`config.mk`:
```
export PLATFORM = sky130hd
export DESIGN_NAME = alu_issue_stage_flat
export DESIGN_NICKNAME = d
export VERILOG_FILES = /design/src/rtl/alu_issue_stage_if.sv /design/src/rtl/alu_issue_stage.sv /design/src/flat_wrapper.sv
export SDC_FILE = /design/constraint.sdc
export NUM_CORES = 1
export LEC_CHECK = 0
export CORE_UTILIZATION = 30
export CTS_CLUSTER_DIAMETER = 60
export CTS_CLUSTER_SIZE = 20
export DETAILED_ROUTE_END_ITERATION = 10
export HOLD_SLACK_MARGIN = 0.03
export SLEW_MARGIN = 20
export SYNTH_ARGS = -nofsm -noshare
export SYNTH_HDL_FRONTEND = slang
export SYNTH_SLANG_ARGS = --single-unit
```
`constraint.sdc`:
```
create_clock -name clk -period 7.1 [get_ports clk]
set_input_delay 1.42 -clock clk [delete_from_list [all_inputs] [get_ports clk]]
set_output_delay 1.42 -clock clk [all_outputs]
set_load 0.05 [all_outputs]
```
`src/rtl/alu_issue_stage_if.sv`:
```
// Issue-stage bus: upstream instruction offer, writeback snoop, flush,
// and the held ALU entry presented downstream.
interface alu_issue_stage_if #(
  parameter int unsigned XLEN = 32,
  parameter int unsigned RA_W = 5
);
  logic            in_valid;
  logic            in_ready;
  logic [31:0]     instr;
  logic [XLEN-1:0] pc;
  logic [XLEN-1:0] rs1_data;
  logic [XLEN-1:0] rs2_data;
  logic            wb_en;
  logic [RA_W-1:0] wb_rd;
  logic [XLEN-1:0] wb_data;
  logic            flush;
  logic            out_ready;
  logic            out_valid;
  logic [3:0]      alu_ctl;
  logic [XLEN-1:0] alu_a;
  logic [XLEN-1:0] alu_b;
  logic [XLEN-1:0] store_data;
  logic [XLEN-1:0] pc_out;
  logic [RA_W-1:0] rd;
  logic            reg_write;
  logic            mem_read;
  logic            mem_write;
  logic            branch;
  logic            jump;
  logic            illegal;

  modport master (
    output in_valid, instr, pc, rs1_data, rs2_data, wb_en, wb_rd, wb_data,
           flush, out_ready,
    input  in_ready, out_valid, alu_ctl, alu_a, alu_b, store_data, pc_out, rd,
           reg_write, mem_read, mem_write, branch, jump, illegal
  );

  modport slave (
    input  in_valid, instr, pc, rs1_data, rs2_data, wb_en, wb_rd, wb_data,
           flush, out_ready,
    output in_ready, out_valid, alu_ctl, alu_a, alu_b, store_data, pc_out, rd,
           reg_write, mem_read, mem_write, branch, jump, illegal
  );
endinterface

```
`src/rtl/alu_issue_stage.sv`:
```
// RV32I decode/issue register ahead of the ALU: decodes ALU control and
// operands, holds them under valid/ready, and keeps register operands fresh.
module alu_issue_stage #(
  parameter int unsigned XLEN = 32,
  parameter int unsigned RA_W = 5
) (
  input logic              clk,
  input logic              rst,
  alu_issue_stage_if.slave bus
);
  localparam logic [3:0] CTL_AND = 4'd0,  CTL_OR   = 4'd1,  CTL_ADD  = 4'd2,
                         CTL_XOR = 4'd3,  CTL_SLL  = 4'd4,  CTL_SRL  = 4'd5,
                         CTL_SUB = 4'd6,  CTL_SLT  = 4'd7,  CTL_SGE  = 4'd8,
                         CTL_PA  = 4'd9,  CTL_PB   = 4'd10, CTL_EQ   = 4'd11,
                         CTL_NE  = 4'd12, CTL_SLTU = 4'd13, CTL_SGEU = 4'd14,
                         CTL_SRA = 4'd15;

  localparam logic [6:0] OPC_OP = 7'b0110011, OPC_OPIMM = 7'b0010011,
                         OPC_LUI = 7'b0110111, OPC_AUIPC = 7'b0010111,
                         OPC_LOAD = 7'b0000011, OPC_STORE = 7'b0100011,
                         OPC_BRANCH = 7'b1100011, OPC_JAL = 7'b1101111,
                         OPC_JALR = 7'b1100111;

  typedef struct packed {
    logic            valid;
    logic [3:0]      ctl;
    logic [XLEN-1:0] a;
    logic [XLEN-1:0] b;
    logic [XLEN-1:0] sd;
    logic [XLEN-1:0] pc;
    logic [RA_W-1:0] rd;
    logic [RA_W-1:0] rs1;
    logic [RA_W-1:0] rs2;
    logic            rw;
    logic            mr;
    logic            mw;
    logic            br;
    logic            jp;
    logic            il;
    logic            a_rs1;   // alu_a came from rs1 and tracks writebacks
    logic            b_rs2;   // alu_b came from rs2
    logic            sd_rs2;  // store_data came from rs2
  } entry_t;

  entry_t q, d;

  logic [6:0]      opcode;
  logic [2:0]      f3;
  logic [6:0]      f7;
  logic [RA_W-1:0] rs1f, rs2f, rdf;
  logic [XLEN-1:0] fwd1, fwd2, i_imm, s_imm, u_imm, shamt;
  logic            accept, consume;

  assign opcode = bus.instr[6:0];
  assign f3     = bus.instr[14:12];
  assign f7     = bus.instr[31:25];
  assign rdf    = RA_W'(bus.instr[11:7]);
  assign rs1f   = RA_W'(bus.instr[19:15]);
  assign rs2f   = RA_W'(bus.instr[24:20]);

  assign i_imm = XLEN'($signed(bus.instr[31:20]));
  assign s_imm = XLEN'($signed({bus.instr[31:25], bus.instr[11:7]}));
  assign u_imm = XLEN'({bus.instr[31:12], 12'h000});
  assign shamt = XLEN'(bus.instr[24:20]);

  // Capture-time bypass from the writeback port; x0 is never bypassed.
  assign fwd1 = (bus.wb_en && bus.wb_rd == rs1f && rs1f != '0) ? bus.wb_data : bus.rs1_data;
  assign fwd2 = (bus.wb_en && bus.wb_rd == rs2f && rs2f != '0) ? bus.wb_data : bus.rs2_data;

  assign bus.in_ready = !q.valid || bus.out_ready || bus.flush;
  assign accept       = bus.in_valid && bus.in_ready;
  assign consume      = q.valid && bus.out_ready;

  function automatic logic [3:0] arith_ctl(input logic [2:0] fn, input logic alt);
    case (fn)
      3'b000:  return alt ? CTL_SUB : CTL_ADD;
      3'b001:  return CTL_SLL;
      3'b010:  return CTL_SLT;
      3'b011:  return CTL_SLTU;
      3'b100:  return CTL_XOR;
      3'b101:  return alt ? CTL_SRA : CTL_SRL;
      3'b110:  return CTL_OR;
      default: return CTL_AND;
    endcase
  endfunction

  // Instruction decode into the next held entry.
  always_comb begin
    d       = '0;
    d.valid = 1'b1;
    d.pc    = bus.pc;
    d.rd    = rdf;
    d.rs1   = rs1f;
    d.rs2   = rs2f;
    case (opcode)
      OPC_OP: begin
        d.ctl = arith_ctl(f3, f7 == 7'h20);
        d.a = fwd1; d.a_rs1 = 1'b1;
        d.b = fwd2; d.b_rs2 = 1'b1;
        d.rw = 1'b1;
      end
      OPC_OPIMM: begin
        d.ctl = arith_ctl(f3, (f3 == 3'b101) && bus.instr[30]);
        d.a = fwd1; d.a_rs1 = 1'b1;
        d.b = (f3 == 3'b001 || f3 == 3'b101) ? shamt : i_imm;
        d.rw = 1'b1;
      end
      OPC_LUI: begin
        d.ctl = CTL_PB; d.b = u_imm; d.rw = 1'b1;
      end
      OPC_AUIPC: begin
        d.ctl = CTL_ADD; d.a = bus.pc; d.b = u_imm; d.rw = 1'b1;
      end
      OPC_LOAD: begin
        d.ctl = CTL_ADD; d.a = fwd1; d.a_rs1 = 1'b1; d.b = i_imm;
        d.mr = 1'b1; d.rw = 1'b1;
      end
      OPC_STORE: begin
        d.ctl = CTL_ADD; d.a = fwd1; d.a_rs1 = 1'b1; d.b = s_imm;
        d.sd = fwd2; d.sd_rs2 = 1'b1; d.mw = 1'b1; d.rd = '0;
      end
      OPC_BRANCH: begin
        d.rd = '0;
        d.a = fwd1; d.a_rs1 = 1'b1;
        d.b = fwd2; d.b_rs2 = 1'b1;
        d.br = 1'b1;
        case (f3)
          3'b000: d.ctl = CTL_EQ;
          3'b001: d.ctl = CTL_NE;
          3'b100: d.ctl = CTL_SLT;
          3'b101: d.ctl = CTL_SGE;
          3'b110: d.ctl = CTL_SLTU;
          3'b111: d.ctl = CTL_SGEU;
          default: begin
            d.ctl = CTL_PA; d.il = 1'b1; d.br = 1'b0;
            d.b = '0; d.b_rs2 = 1'b0;
          end
        endcase
      end
      OPC_JAL, OPC_JALR: begin
        d.ctl = CTL_ADD; d.a = bus.pc; d.b = XLEN'(32'd4);
        d.jp = 1'b1; d.rw = 1'b1;
      end
      default: begin
        d.ctl = CTL_PA; d.a = fwd1; d.a_rs1 = 1'b1; d.il = 1'b1;
      end
    endcase
    if (rdf == '0) d.rw = 1'b0;
  end

  // Held entry: flush beats accept, accept beats drain, stall refreshes operands.
  always_ff @(posedge clk or posedge rst) begin
    if (rst) begin
      q <= '0;
    end else if (bus.flush) begin
      q.valid <= 1'b0;
    end else if (accept) begin
      q <= d;
    end else if (consume) begin
      q.valid <= 1'b0;
    end else if (q.valid && bus.wb_en && bus.wb_rd != '0) begin
      if (q.a_rs1  && bus.wb_rd == q.rs1) q.a  <= bus.wb_data;
      if (q.b_rs2  && bus.wb_rd == q.rs2) q.b  <= bus.wb_data;
      if (q.sd_rs2 && bus.wb_rd == q.rs2) q.sd <= bus.wb_data;
    end
  end

  assign bus.out_valid  = q.valid;
  assign bus.alu_ctl    = q.ctl;
  assign bus.alu_a      = q.a;
  assign bus.alu_b      = q.b;
  assign bus.store_data = q.sd;
  assign bus.pc_out     = q.pc;
  assign bus.rd         = q.rd;
  assign bus.reg_write  = q.rw;
  assign bus.mem_read   = q.mr;
  assign bus.mem_write  = q.mw;
  assign bus.branch     = q.br;
  assign bus.jump       = q.jp;
  assign bus.illegal    = q.il;
endmodule

```
`src/flat_wrapper.sv`:
```
// flat-port wrapper written by rule: the top's interface ports become plain ports
module alu_issue_stage_flat 
#(
  parameter int unsigned XLEN = 32,
  parameter int unsigned RA_W = 5
)
  (clk, rst, bus_in_valid, bus_instr, bus_pc, bus_rs1_data, bus_rs2_data, bus_wb_en, bus_wb_rd, bus_wb_data, bus_flush, bus_out_ready, bus_in_ready, bus_out_valid, bus_alu_ctl, bus_alu_a, bus_alu_b, bus_store_data, bus_pc_out, bus_rd, bus_reg_write, bus_mem_read, bus_mem_write, bus_branch, bus_jump, bus_illegal);
  alu_issue_stage_if #(.XLEN(XLEN), .RA_W(RA_W)) bus_i ();
  input logic clk;
  input logic rst;
  input wire logic [$bits(bus_i.in_valid)-1:0] bus_in_valid;
  input wire logic [$bits(bus_i.instr)-1:0] bus_instr;
  input wire logic [$bits(bus_i.pc)-1:0] bus_pc;
  input wire logic [$bits(bus_i.rs1_data)-1:0] bus_rs1_data;
  input wire logic [$bits(bus_i.rs2_data)-1:0] bus_rs2_data;
  input wire logic [$bits(bus_i.wb_en)-1:0] bus_wb_en;
  input wire logic [$bits(bus_i.wb_rd)-1:0] bus_wb_rd;
  input wire logic [$bits(bus_i.wb_data)-1:0] bus_wb_data;
  input wire logic [$bits(bus_i.flush)-1:0] bus_flush;
  input wire logic [$bits(bus_i.out_ready)-1:0] bus_out_ready;
  output wire logic [$bits(bus_i.in_ready)-1:0] bus_in_ready;
  output wire logic [$bits(bus_i.out_valid)-1:0] bus_out_valid;
  output wire logic [$bits(bus_i.alu_ctl)-1:0] bus_alu_ctl;
  output wire logic [$bits(bus_i.alu_a)-1:0] bus_alu_a;
  output wire logic [$bits(bus_i.alu_b)-1:0] bus_alu_b;
  output wire logic [$bits(bus_i.store_data)-1:0] bus_store_data;
  output wire logic [$bits(bus_i.pc_out)-1:0] bus_pc_out;
  output wire logic [$bits(bus_i.rd)-1:0] bus_rd;
  output wire logic [$bits(bus_i.reg_write)-1:0] bus_reg_write;
  output wire logic [$bits(bus_i.mem_read)-1:0] bus_mem_read;
  output wire logic [$bits(bus_i.mem_write)-1:0] bus_mem_write;
  output wire logic [$bits(bus_i.branch)-1:0] bus_branch;
  output wire logic [$bits(bus_i.jump)-1:0] bus_jump;
  output wire logic [$bits(bus_i.illegal)-1:0] bus_illegal;
  assign bus_i.in_valid = bus_in_valid;
  assign bus_i.instr = bus_instr;
  assign bus_i.pc = bus_pc;
  assign bus_i.rs1_data = bus_rs1_data;
  assign bus_i.rs2_data = bus_rs2_data;
  assign bus_i.wb_en = bus_wb_en;
  assign bus_i.wb_rd = bus_wb_rd;
  assign bus_i.wb_data = bus_wb_data;
  assign bus_i.flush = bus_flush;
  assign bus_i.out_ready = bus_out_ready;
  assign bus_in_ready = bus_i.in_ready;
  assign bus_out_valid = bus_i.out_valid;
  assign bus_alu_ctl = bus_i.alu_ctl;
  assign bus_alu_a = bus_i.alu_a;
  assign bus_alu_b = bus_i.alu_b;
  assign bus_store_data = bus_i.store_data;
  assign bus_pc_out = bus_i.pc_out;
  assign bus_rd = bus_i.rd;
  assign bus_reg_write = bus_i.reg_write;
  assign bus_mem_read = bus_i.mem_read;
  assign bus_mem_write = bus_i.mem_write;
  assign bus_branch = bus_i.branch;
  assign bus_jump = bus_i.jump;
  assign bus_illegal = bus_i.illegal;
  alu_issue_stage #(.XLEN(XLEN), .RA_W(RA_W)) u_core (.clk(clk), .rst(rst), .bus(bus_i));
endmodule
```
Yosys cells after proc, flatten, opt, wreduce, memory -nomap -nowiden. Index checks and enable logic that the tools add are counted. W data, S select, Z words.

Input bits: 171. Word-level logic and storage cells: 115. Output and inout port bits: 145. Bits in registers: 156.

Eq/ne operators: 22. Bitwise logic cells: 1. Mux-type cells: 36. Reductions and logical operators: 39.

Operator list (count): $mux W96 (3); $mux W32 (8); $pmux W32 S7 (1); $pmux W32 S2 (1); $pmux W4 S7 (2); $eq A7 B6 Y1 const B (4); $pmux W4 S6 (1); $eq A7 B7 Y1 const B (3); $eq A5 B5 Y1 (4); $pmux W4 S5 (1); $reduce_bool A5 Y1 (3); $eq A7 B5 Y1 const B (2); $eq A3 B3 Y1 const B (4); $logic_and A1 B1 Y1 (12); $mux W1 (12); $reduce_and A4 Y1 (3); $mux W4 (2); $reduce_bool A2 Y1 (4); $reduce_or A8 Y1 (1); $eq A7 B2 Y1 const B (1); $reduce_or A7 Y1 (1); $eq A3 B2 Y1 const B (2); $mux W3 (2); $reduce_or A2 Y1 (3); 15 further kinds (18).

Longest topological paths before layout. Gate-level depths: netlist (run 1).

Depth in word-level cells: 7. Mapped depth: 10. Mapped depth without buffers: 6.

Least setup slack after synthesis (run 1). Ideal clock, no wire load.

Kind: input port to output port. Start: input bus_flush. End: output bus_in_ready. Required time: 5.680 ns. Stages: 2. Path slack: 3.649 ns. Buffers on the path: 1. Arrival: 2.031 ns. Cell sequence: or3b_1 -> buf_2.

Word-level cells in the longest chain between the ends: 1.

RTL lines: start: declaration (line flat_wrapper.sv:19) `input wire logic [$bits(bus_i.flush)-1:0] bus_flush;`; $logic_or A1 B1 Y1 (line alu_issue_stage.sv:70) `assign bus.in_ready = !q.valid || bus.out_ready || bus.flush;`; end: declaration (line flat_wrapper.sv:21) `output wire logic [$bits(bus_i.in_ready)-1:0] bus_in_ready;`.

No other way between the ends.

Worst setup path after layout (run 1). Same ends and word-level chain as after synthesis.

==> impl_metrics.csv, run 1 <==
group,metric,value,unit
placement,gp_congestion,0.8402,
clock_tree,cts_resized,0,
grt,met1_usage,31.84,%
power,power_density,282.9,nW/µm²
layout,fin_cells,1657,
clock_tree,post_cts_buffers,0,
floorplan,fp.dieH,180.8,µm
grt,grt_pass1_vias,8491,
timing,fin_crit,4.696,ns
grt,grtUsageMet3,5.584,%
setup_path,worstPathMaxFanout,11,
layout,drive_above_1_share,5.343,%
detailed_routing,dr.pass1.iters,5,
clock_tree,numClockSinks,156,
layout,layout.nets,1412,
layout,final_core_util,39.98,%
yosys,synth_area_leaders,"dfrtp_1, buf_4, nand2_1",
yosys,synth_top_cell_by_area,"dfrtp_1",
grt,overflow,0,
yosys,syn_avg_cell_area,8.595,µm²
layout,area.sequential,3904,µm²
timing,fin_ws,2.404,ns
timing,skew,0.01737,ns
yosys,ys_seq_elements,156,
floorplan,rows,65,
detailed_routing,wirelength,37260,µm
clock_tree,clockBufferDepth,2,
clock_tree,worstSkewPairLatency,0.44,ns
grt,grt_use_total,23.00,%
layout,multi_input_area,4282,µm²
grt,antenna_found_initial,2,
grt,grt_pass1_wl,56750,µm
placement,dp_cells,1624,
detailed_routing,viasPerCell,5.362,
yosys,ys_warn_count,0,
yosys,synth-edff-count,0,
timing,hold_violations,0,
detailed_routing,ant_nets,0,
yosys,synth_area,9592,µm²
timing,period_share,66.14,%
timing,slew_headroom,30.17,%
outcome,status,"finished clean",
timing,rsz0062_at_grt,"false",
power,p_leak,0.005235,µW
timing,fin_setup_tns,0,ns
clock_tree,cts_tree,"built",
floorplan,floorplan.initialDensity,30.48,%
yosys,ys_async_sr_fraction,100.0,%
detailed_routing,vias,8885,
timing,maxSlewViolCount,0,
detailed_routing,drtIter0Drc,810,
placement,dp_hpwl,26620,µm
yosys,synth_nets,1287,
yosys,ys_types,60,
setup_path,path_class,"input port to primary output",
job,maxCapViolCount,0,
layout,fill_cells,3201,
power,total_power,3560,µW
clock_tree,cts.root.buffer_cell,"clkbuf_16",
clock_tree,clk_pin_slew_worst_paths,0.06,ns
detailed_routing,avgRoutedWirePerCell,22.49,µm
grt,use_met2,35.78,%
floorplan,die_w,180.8,µm
clock_tree,cts.hold.buffers_added,0,
timing,finalSetupViolations,0,
min_path,hold_class,"flip-flop to flip-flop",
floorplan,coreArea,31470,µm²
yosys,synthTopCellsByCount,"nand2_1, dfrtp_1, buf_4",
timing,tightest_slew,1.044,ns
power,ir_worst_vdd,0.1481,mV
detailed_routing,drc,0,
yosys,yosysTopAreaCellShare,40.70,%
placement,dp_slack,2.104,ns
setup_path,worst_setup_path_start_kind,"input port",
floorplan,die_area,32690,µm²
placement,io_buffers,315,
setup_path,end_kind,"primary output",
yosys,seq_area_frac_synth,40.70,%
yosys,syn_inst,1116,
yosys,synth_top_flop_cell,"dfrtp_1",
setup_path,required,5.68,ns
timing,clock.fmax,213.0,MHz
layout,area_growth,31.20,%
clock_tree,cts_max_level,4,
clock_tree,numCtsBuffers,17,
yosys,post-synth-top-count-cell,"nand2_1",
grt,grt_max_degree,105,
floorplan,ioPinCount,316,
setup_path,arrival,3.28,ns
grt,grt_most_used_layer,"met2",
metal layers:
metal | vias up | routed length (µm)
li1 | 4056 | -
met2 | 400 | 17290
met4 | 2 | 579
met3 | 32 | 2746
met5 | - | 13
met1 | 4395 | 16630
stage by stage:
stage	hold slack (ns)	instance area, µm²
5_1_grt	0.4985	12580
4_1_cts	0.4777	12570
3_3_place_gp	0.4521	11970
3_5_place_dp	0.4627	11970
2_1_floorplan	0.4400	9592
6_report	0.4714	12580
registers in the layout, indices dropped and copies added, names as in the netlist:
| name | count |
|---|---|
| u_core.bus.pc_out | 32 |
| u_core.bus.branch | 1 |
| u_core.bus.out_valid | 1 |
| u_core.bus.rd | 5 |
| u_core.bus.alu_b | 32 |
| u_core.bus.mem_write | 1 |
| u_core.bus.store_data | 32 |
| u_core.bus.jump | 1 |
| u_core.bus.illegal | 1 |
| u_core.bus.mem_read | 1 |
| u_core.bus.alu_a | 32 |
| u_core.bus.alu_ctl | 4 |
| u_core.bus.reg_write | 1 |
| u_core.q | 12 |
placed cells by master (no fill, tap or decap), drive strengths merged, types with 3 or more instances in the layout:
| cell | n |
|---|---|
| clkbuf | 18 |
| xnor2 | 8 |
| a211oi | 3 |
| and2 | 5 |
| nand2b | 6 |
| and3 | 9 |
| a21oi | 71 |
| nor2 | 85 |
| a222oi | 4 |
| inv | 12 |
| dfrtp | 156 |
| xor2 | 11 |
| or4 | 3 |
| a221o | 6 |
| nor2b | 34 |
| mux2i | 25 |
| o21a | 23 |
| a221oi | 32 |
| nand3b | 3 |
| clkdlybuf4s50 | 315 |
| buf | 15 |
| a32oi | 6 |
| o21ai | 18 |
| nor3 | 12 |
| clkinv | 3 |
| nand4 | 5 |
| clkinvlp | 3 |
| a31oi | 52 |
| a22oi | 54 |
| nand2 | 179 |
| nand3 | 42 |
| a22o | 8 |
| nor4 | 4 |
worst paths after layout:
path	start	end	slack (ns)	cells after the start
max	bus_flush	bus_in_ready	2.40	3
min	u_core.bus.pc_out[12]	u_core.bus.pc_out[12]	0.47	2
max reg2reg	u_core.bus.out_valid	u_core.bus.alu_b[17]	3.55	6
min reg2reg	u_core.bus.pc_out[12]	u_core.bus.pc_out[12]	0.47	2
max in group asynchronous	rst	u_core.bus.alu_b[17]	4.26	3
min in group asynchronous	rst	u_core.bus.pc_out[11]	1.51	2
layout make-up:
| type | count | area share [%] |
|---|---|---|
| Multi-Input combinational cell | 730 | 34.02 |
| Clock inverter | 14 | 1.263 |
| Antenna cell | 1 | 0.01988 |
| Clock buffer | 18 | 3.490 |
| Sequential cell | 156 | 31.02 |
| Timing Repair Buffer | 330 | 25.95 |
| Tap cell | 402 | 3.997 |
| Inverter | 6 | 0.2386 |
where the power goes:
group | internal (µW) | switching (µW) | leakage, µW
registers | 1060 | 104 | 0.00189
clock network | 537 | 435 | 0.000288
logic | 488 | 941 | 0.00306
total | 2080 | 1480 | 0.00524
cells by family after synthesis:
| kind of cell | synth area share (%) |
|---|---|
| flops | 40.70 |
| compound gates | 20.75 |
| mux | 2.726 |
| buf+inv | 15.21 |
| simple gates | 18.88 |
| xor+xnor | 1.735 |
worst max-delay path: stages:
cell	delay, ns
clkdlybuf4s50_1	0.42
or3b_1	0.63
clkdlybuf4s50_1	0.80
(Power assumes the default switching activity.)
==> run 2, diff against run 1 <==
- clock period: 7.1 -> 4.4 ns (I/O delays scaled with it)
==> impl_metrics.csv, run 2 (synthesis results as in run 1) <==
group,metric,value,unit
timing,rsz0062_at_grt,"false",
placement,gp_congestion,0.9183,
timing,hold_violations,0,
floorplan,die_w,180.8,µm
floorplan,fp.dieH,180.8,µm
grt,grt_pass1_vias,8768,
floorplan,floorplan.initialDensity,30.48,%
floorplan,ioPinCount,316,
layout,fill_cells,3179,
detailed_routing,drtIter0Drc,825,
setup_path,worstPathMaxFanout,11,
timing,fin_crit,3.662,ns
placement,io_buffers,315,
clock_tree,numCtsBuffers,17,
power,ir_worst_vdd,0.2394,mV
power,total_power,5732,µW
setup_path,end_kind,"primary output",
floorplan,die_area,32690,µm²
grt,use_met2,37.05,%
setup_path,crit_chain,"clkdlybuf4s50_1, or3b_1, clkdlybuf4s50_1",
floorplan,coreArea,31470,µm²
timing,clock.fmax,273.1,MHz
detailed_routing,dr.pass1.iters,8,
power,power_density,451.5,nW/µm²
detailed_routing,drc,0,
layout,layout_common_cells,"clkdlybuf4s50_1, nand2_1, dfrtp_1",
grt,grtUsageMet3,5.382,%
grt,grt_pass1_wl,57240,µm
timing,period_share,83.22,%
detailed_routing,vias,9018,
grt,met1_usage,31.52,%
clock_tree,clockBufferDepth,2,
clock_tree,cts_tree,"built",
setup_path,critPathMaxStageDelay,0.80,ns
placement,dp_hpwl,27550,µm
grt,overflow,0,
layout,drive_above_1_share,6.161,%
placement,dp_slack,0.4569,ns
clock_tree,cts_resized,0,
setup_path,arrival,2.78,ns
setup_path,path_class,"input port to primary output",
grt,grt_most_used_layer,"met2",
detailed_routing,viasPerCell,5.403,
clock_tree,numClockSinks,156,
clock_tree,clk_pin_slew_worst_paths,0.07,ns
placement,dp_cells,1636,
grt,grt_max_degree,157,
clock_tree,cts_max_level,4,
timing,skew,0.007263,ns
layout,final_common_cell,"clkdlybuf4s50_1",
timing,maxSlewViolCount,0,
outcome,status,"finished clean",
power,p_leak,0.005295,µW
grt,antenna_found_initial,1,
min_path,hold_class,"flip-flop to flip-flop",
floorplan,rows,65,
detailed_routing,wirelength,38070,µm
grt,grt_use_total,23.15,%
setup_path,r2r_slack,1.75,ns
clock_tree,cts.hold.buffers_added,0,
clock_tree,worstSkewPairLatency,0.43,ns
timing,finalSetupViolations,0,
setup_path,worst_setup_path_start_kind,"input port",
setup_path,worstPathBufferInverterCount,2,
setup_path,cp_top_family,"buffers and inverters",
clock_tree,cts.root.buffer_cell,"clkbuf_16",
detailed_routing,avgRoutedWirePerCell,22.81,µm
clock_tree,post_cts_buffers,0,
layout,fin_cells,1669,
layout,area_growth,32.35,%
timing,fin_ws,0.7382,ns
layout,layout.nets,1424,
detailed_routing,ant_nets,0,
setup_path,crit_path_frequent_cell,"clkdlybuf4s50_1",
setup_path,required,3.52,ns
job,maxCapViolCount,0,
timing,fin_setup_tns,0,ns
timing,tightest_slew,1.118,ns
timing,slew_headroom,25.45,%
setup_path,crit_slowest_cell,"clkdlybuf4s50_1",
run 2: cell types whose count changed in the layout (fill, tap and decap cells not counted), moves of 2 or more:
cell	before	now
clkinv_4	1	4
buf_4	15	24
inv_8	3	0
buf_12	0	3
inv_6	4	2
clkbuf_1	0	2
clkinv_2	2	0
run 2: final cells by class:
cell class              count  area (µm²)  share of cell area, %
diodes                      1       2.502                0.01971
clock buffers              21       460.4                  3.627
clock inverters            11       135.1                  1.064
inverters                   6       26.28                 0.2070
multi-input cells         730        4270                  33.64
flip-flops and latches    156        3904                  30.75
well taps                 402       503.0                  3.962
repair buffers            342        3393                  26.73
run 2: per-layer routing:
metal	wire [µm]	share of wire [%]
met1	16980	45
met3	2890	7.6
met2	17570	46
met5	0	0
met4	626	1.6
run 2: where the power goes:
part | internal, µW | switching [µW]
Combinational | 797 | 1520
Clock | 875 | 667
Sequential | 1710 | 164
Total | 3380 | 2350
run 2: final timing paths:
kind                                      start  depth (start not counted)                    to
max                                   bus_flush                          3          bus_in_ready
min reg2reg                    u_core.bus.rd[4]                          2      u_core.bus.rd[4]
min in group asynchronous                   rst                          3  u_core.bus.alu_a[13]
max in group asynchronous                   rst                          3  u_core.bus.pc_out[1]
min                            u_core.bus.rd[4]                          2      u_core.bus.rd[4]
max reg2reg                u_core.bus.out_valid                          6  u_core.bus.alu_b[28]
run 2: tightest hold or removal path, delay by kind of cell, from the launching register on:
| kind | cells | cell delay (ns) |
|---|---|---|
| flops | 1 | 0.35 |
| simple gates | 2 | 0.10 |
run 2: stage by stage:
| stage | hold WS (ns) | area (µm²) | util [%] |
|---|---|---|---|
| floorplan | 0.4400 | 9595 | - |
| global placement | 0.4540 | 12100 | 38.43 |
| detailed placement | 0.4576 | 12100 | 38.43 |
| CTS | 0.4723 | 12690 | 40.33 |
| global route | 0.4866 | 12690 | 40.33 |
| finish | 0.4711 | 12690 | 40.33 |
==> run 3, diff against run 2 <==
- clock period: 4.4 -> 3.2 ns (I/O delays scaled with it)
==> impl_metrics.csv, run 3 (synthesis results as in run 1) <==
group,metric,value,unit
timing,slew_headroom,46.76,%
setup_path,arrival,3.00,ns
clock_tree,cts_max_level,4,
clock_tree,worstSkewPairLatency,0.44,ns
clock_tree,numCtsBuffers,17,
timing,tightest_slew,0.7925,ns
layout,layout_common_cells,"clkdlybuf4s50_1, nand2_1, dfrtp_1",
clock_tree,clk_pin_slew_worst_paths,0.07,ns
timing,finalSetupViolations,0,
outcome,status,"finished clean",
floorplan,fp.dieH,180.8,µm
placement,io_buffers,315,
floorplan,die_w,180.8,µm
placement,dp_hpwl,27670,µm
placement,gp_congestion,0.8472,
detailed_routing,viasPerCell,5.295,
timing,period_share,83.81,%
timing,hold_violations,0,
detailed_routing,drtIter0Drc,806,
layout,fin_cells,1700,
timing,fin_crit,2.682,ns
power,total_power,7904,µW
layout,insertedDiodeCount,0,
timing,fin_ws,0.5180,ns
power,ir_worst_vdd,0.3267,mV
timing,maxSlewViolCount,0,
floorplan,ioPinCount,316,
setup_path,worstPathBufferInverterCount,2,
clock_tree,cts_tree,"built",
timing,skew,0.01499,ns
setup_path,worst_setup_path_start_kind,"input port",
grt,grt_use_total,22.88,%
setup_path,critPathMaxStageDelay,0.56,ns
detailed_routing,drc,0,
setup_path,path_class,"input port to flip-flop",
layout,layout.nets,1456,
power,p_leak,0.005491,µW
detailed_routing,dr.pass1.iters,5,
timing,rsz0062_at_grt,"false",
grt,grt_max_degree,66,
placement,dp_slack,0.08598,ns
detailed_routing,wirelength,37390,µm
min_path,hold_class,"flip-flop to flip-flop",
layout,drive_above_1_share,8.629,%
clock_tree,clockBufferDepth,2,
setup_path,required,3.52,ns
setup_path,cp_top_family,"buffers and inverters",
grt,overflow,0,
timing,clock.fmax,372.9,MHz
detailed_routing,ant_nets,0,
grt,grt_pass1_vias,8904,
floorplan,die_area,32690,µm²
detailed_routing,vias,9002,
detailed_routing,avgRoutedWirePerCell,21.99,µm
setup_path,crit_chain,"clkdlybuf4s50_1, or4_1, nor2_1, o31a_2, a21o_2, buf_4, nor3_1, a221o_1",
clock_tree,cts.root.buffer_cell,"clkbuf_16",
clock_tree,post_cts_buffers,0,
clock_tree,cts_resized,0,
grt,antenna_found_initial,0,
timing,fin_setup_tns,0,ns
placement,dp_cells,1668,
job,maxCapViolCount,0,
setup_path,crit_slowest_cell,"clkdlybuf4s50_1",
clock_tree,cts.hold.buffers_added,0,
floorplan,floorplan.initialDensity,30.48,%
power,power_density,605.8,nW/µm²
timing,whs,0.4711,ns
floorplan,coreArea,31470,µm²
clock_tree,numClockSinks,156,
floorplan,rows,65,
layout,area_growth,36.03,%
setup_path,end_kind,"flip-flop",
setup_path,worstPathMaxFanout,12,
layout,final_common_cell,"clkdlybuf4s50_1",
grt,grt_pass1_wl,56390,µm
## run 3: cell count changes in the layout (fill, tap and decap cells not counted)
| cell | delta |
|---|---|
| and3_1 | +1 |
| and3_2 | -1 |
| buf_12 | +10 |
| buf_4 | +23 |
| bufinv_16 | -1 |
| clkbuf_1 | -2 |
| clkbuf_8 | -1 |
| clkdlybuf4s50_1 | -1 |
| clkinvlp_4 | -2 |
| diode_2 | -1 |
| inv_6 | +3 |
| inv_8 | +3 |
## run 3: area by class of cell
| cell class | count | area (µm²) |
|---|---|---|
| clock inverter | 14 | 150.1 |
| sequential | 156 | 3904 |
| fill | 3120 | 18430 |
| inverter | 6 | 26.28 |
| clock buffer | 18 | 439.2 |
| timing repair buffer | 374 | 3756 |
| tap | 402 | 503.0 |
| multi-input combinational | 730 | 4269 |
## run 3: final timing paths
| check | start | end | slack (ns) | cells past startpoint |
|---|---|---|---|---|
| max | bus_wb_rd[3] | u_core.bus.alu_b[6] | 0.52 | 8 |
| min | u_core.bus.rd[0] | u_core.bus.rd[0] | 0.47 | 2 |
| max reg2reg | u_core.bus.out_valid | u_core.bus.alu_b[6] | 0.87 | 7 |
| min reg2reg | u_core.bus.rd[0] | u_core.bus.rd[0] | 0.47 | 2 |
| max in group asynchronous | rst | u_core.bus.store_data[5] | 1.90 | 3 |
| min in group asynchronous | rst | u_core.bus.alu_a[13] | 0.58 | 2 |
## run 3: layer usage
metal | track usage (%) | wire length, µm
met2 | 36.99 | 17400
met5 | 0 | 0
met3 | 5.584 | 3237
met1 | 30.67 | 16230
met4 | 5.231 | 519
## run 3: power breakdown
part | internal, µW | switching (µW)
logic | 1130 | 2080
clock network | 1130 | 991
registers | 2340 | 232
total | 4600 | 3300
## run 3: tightest hold or removal path, cell delays in order (launching register included)
cell and delay (ns):
dfrtp_1 0.34, nand2_1 0.05, nand2_1 0.05
## run 3: stage by stage
| stage | util, % | area (µm²) |
|---|---|---|
| after floorplan | - | 9595 |
| after global placement | 39.58 | 12460 |
| after detailed placement | 39.58 | 12460 |
| after CTS | 41.46 | 13050 |
| after global routing | 41.46 | 13050 |
| final | 41.46 | 13050 |
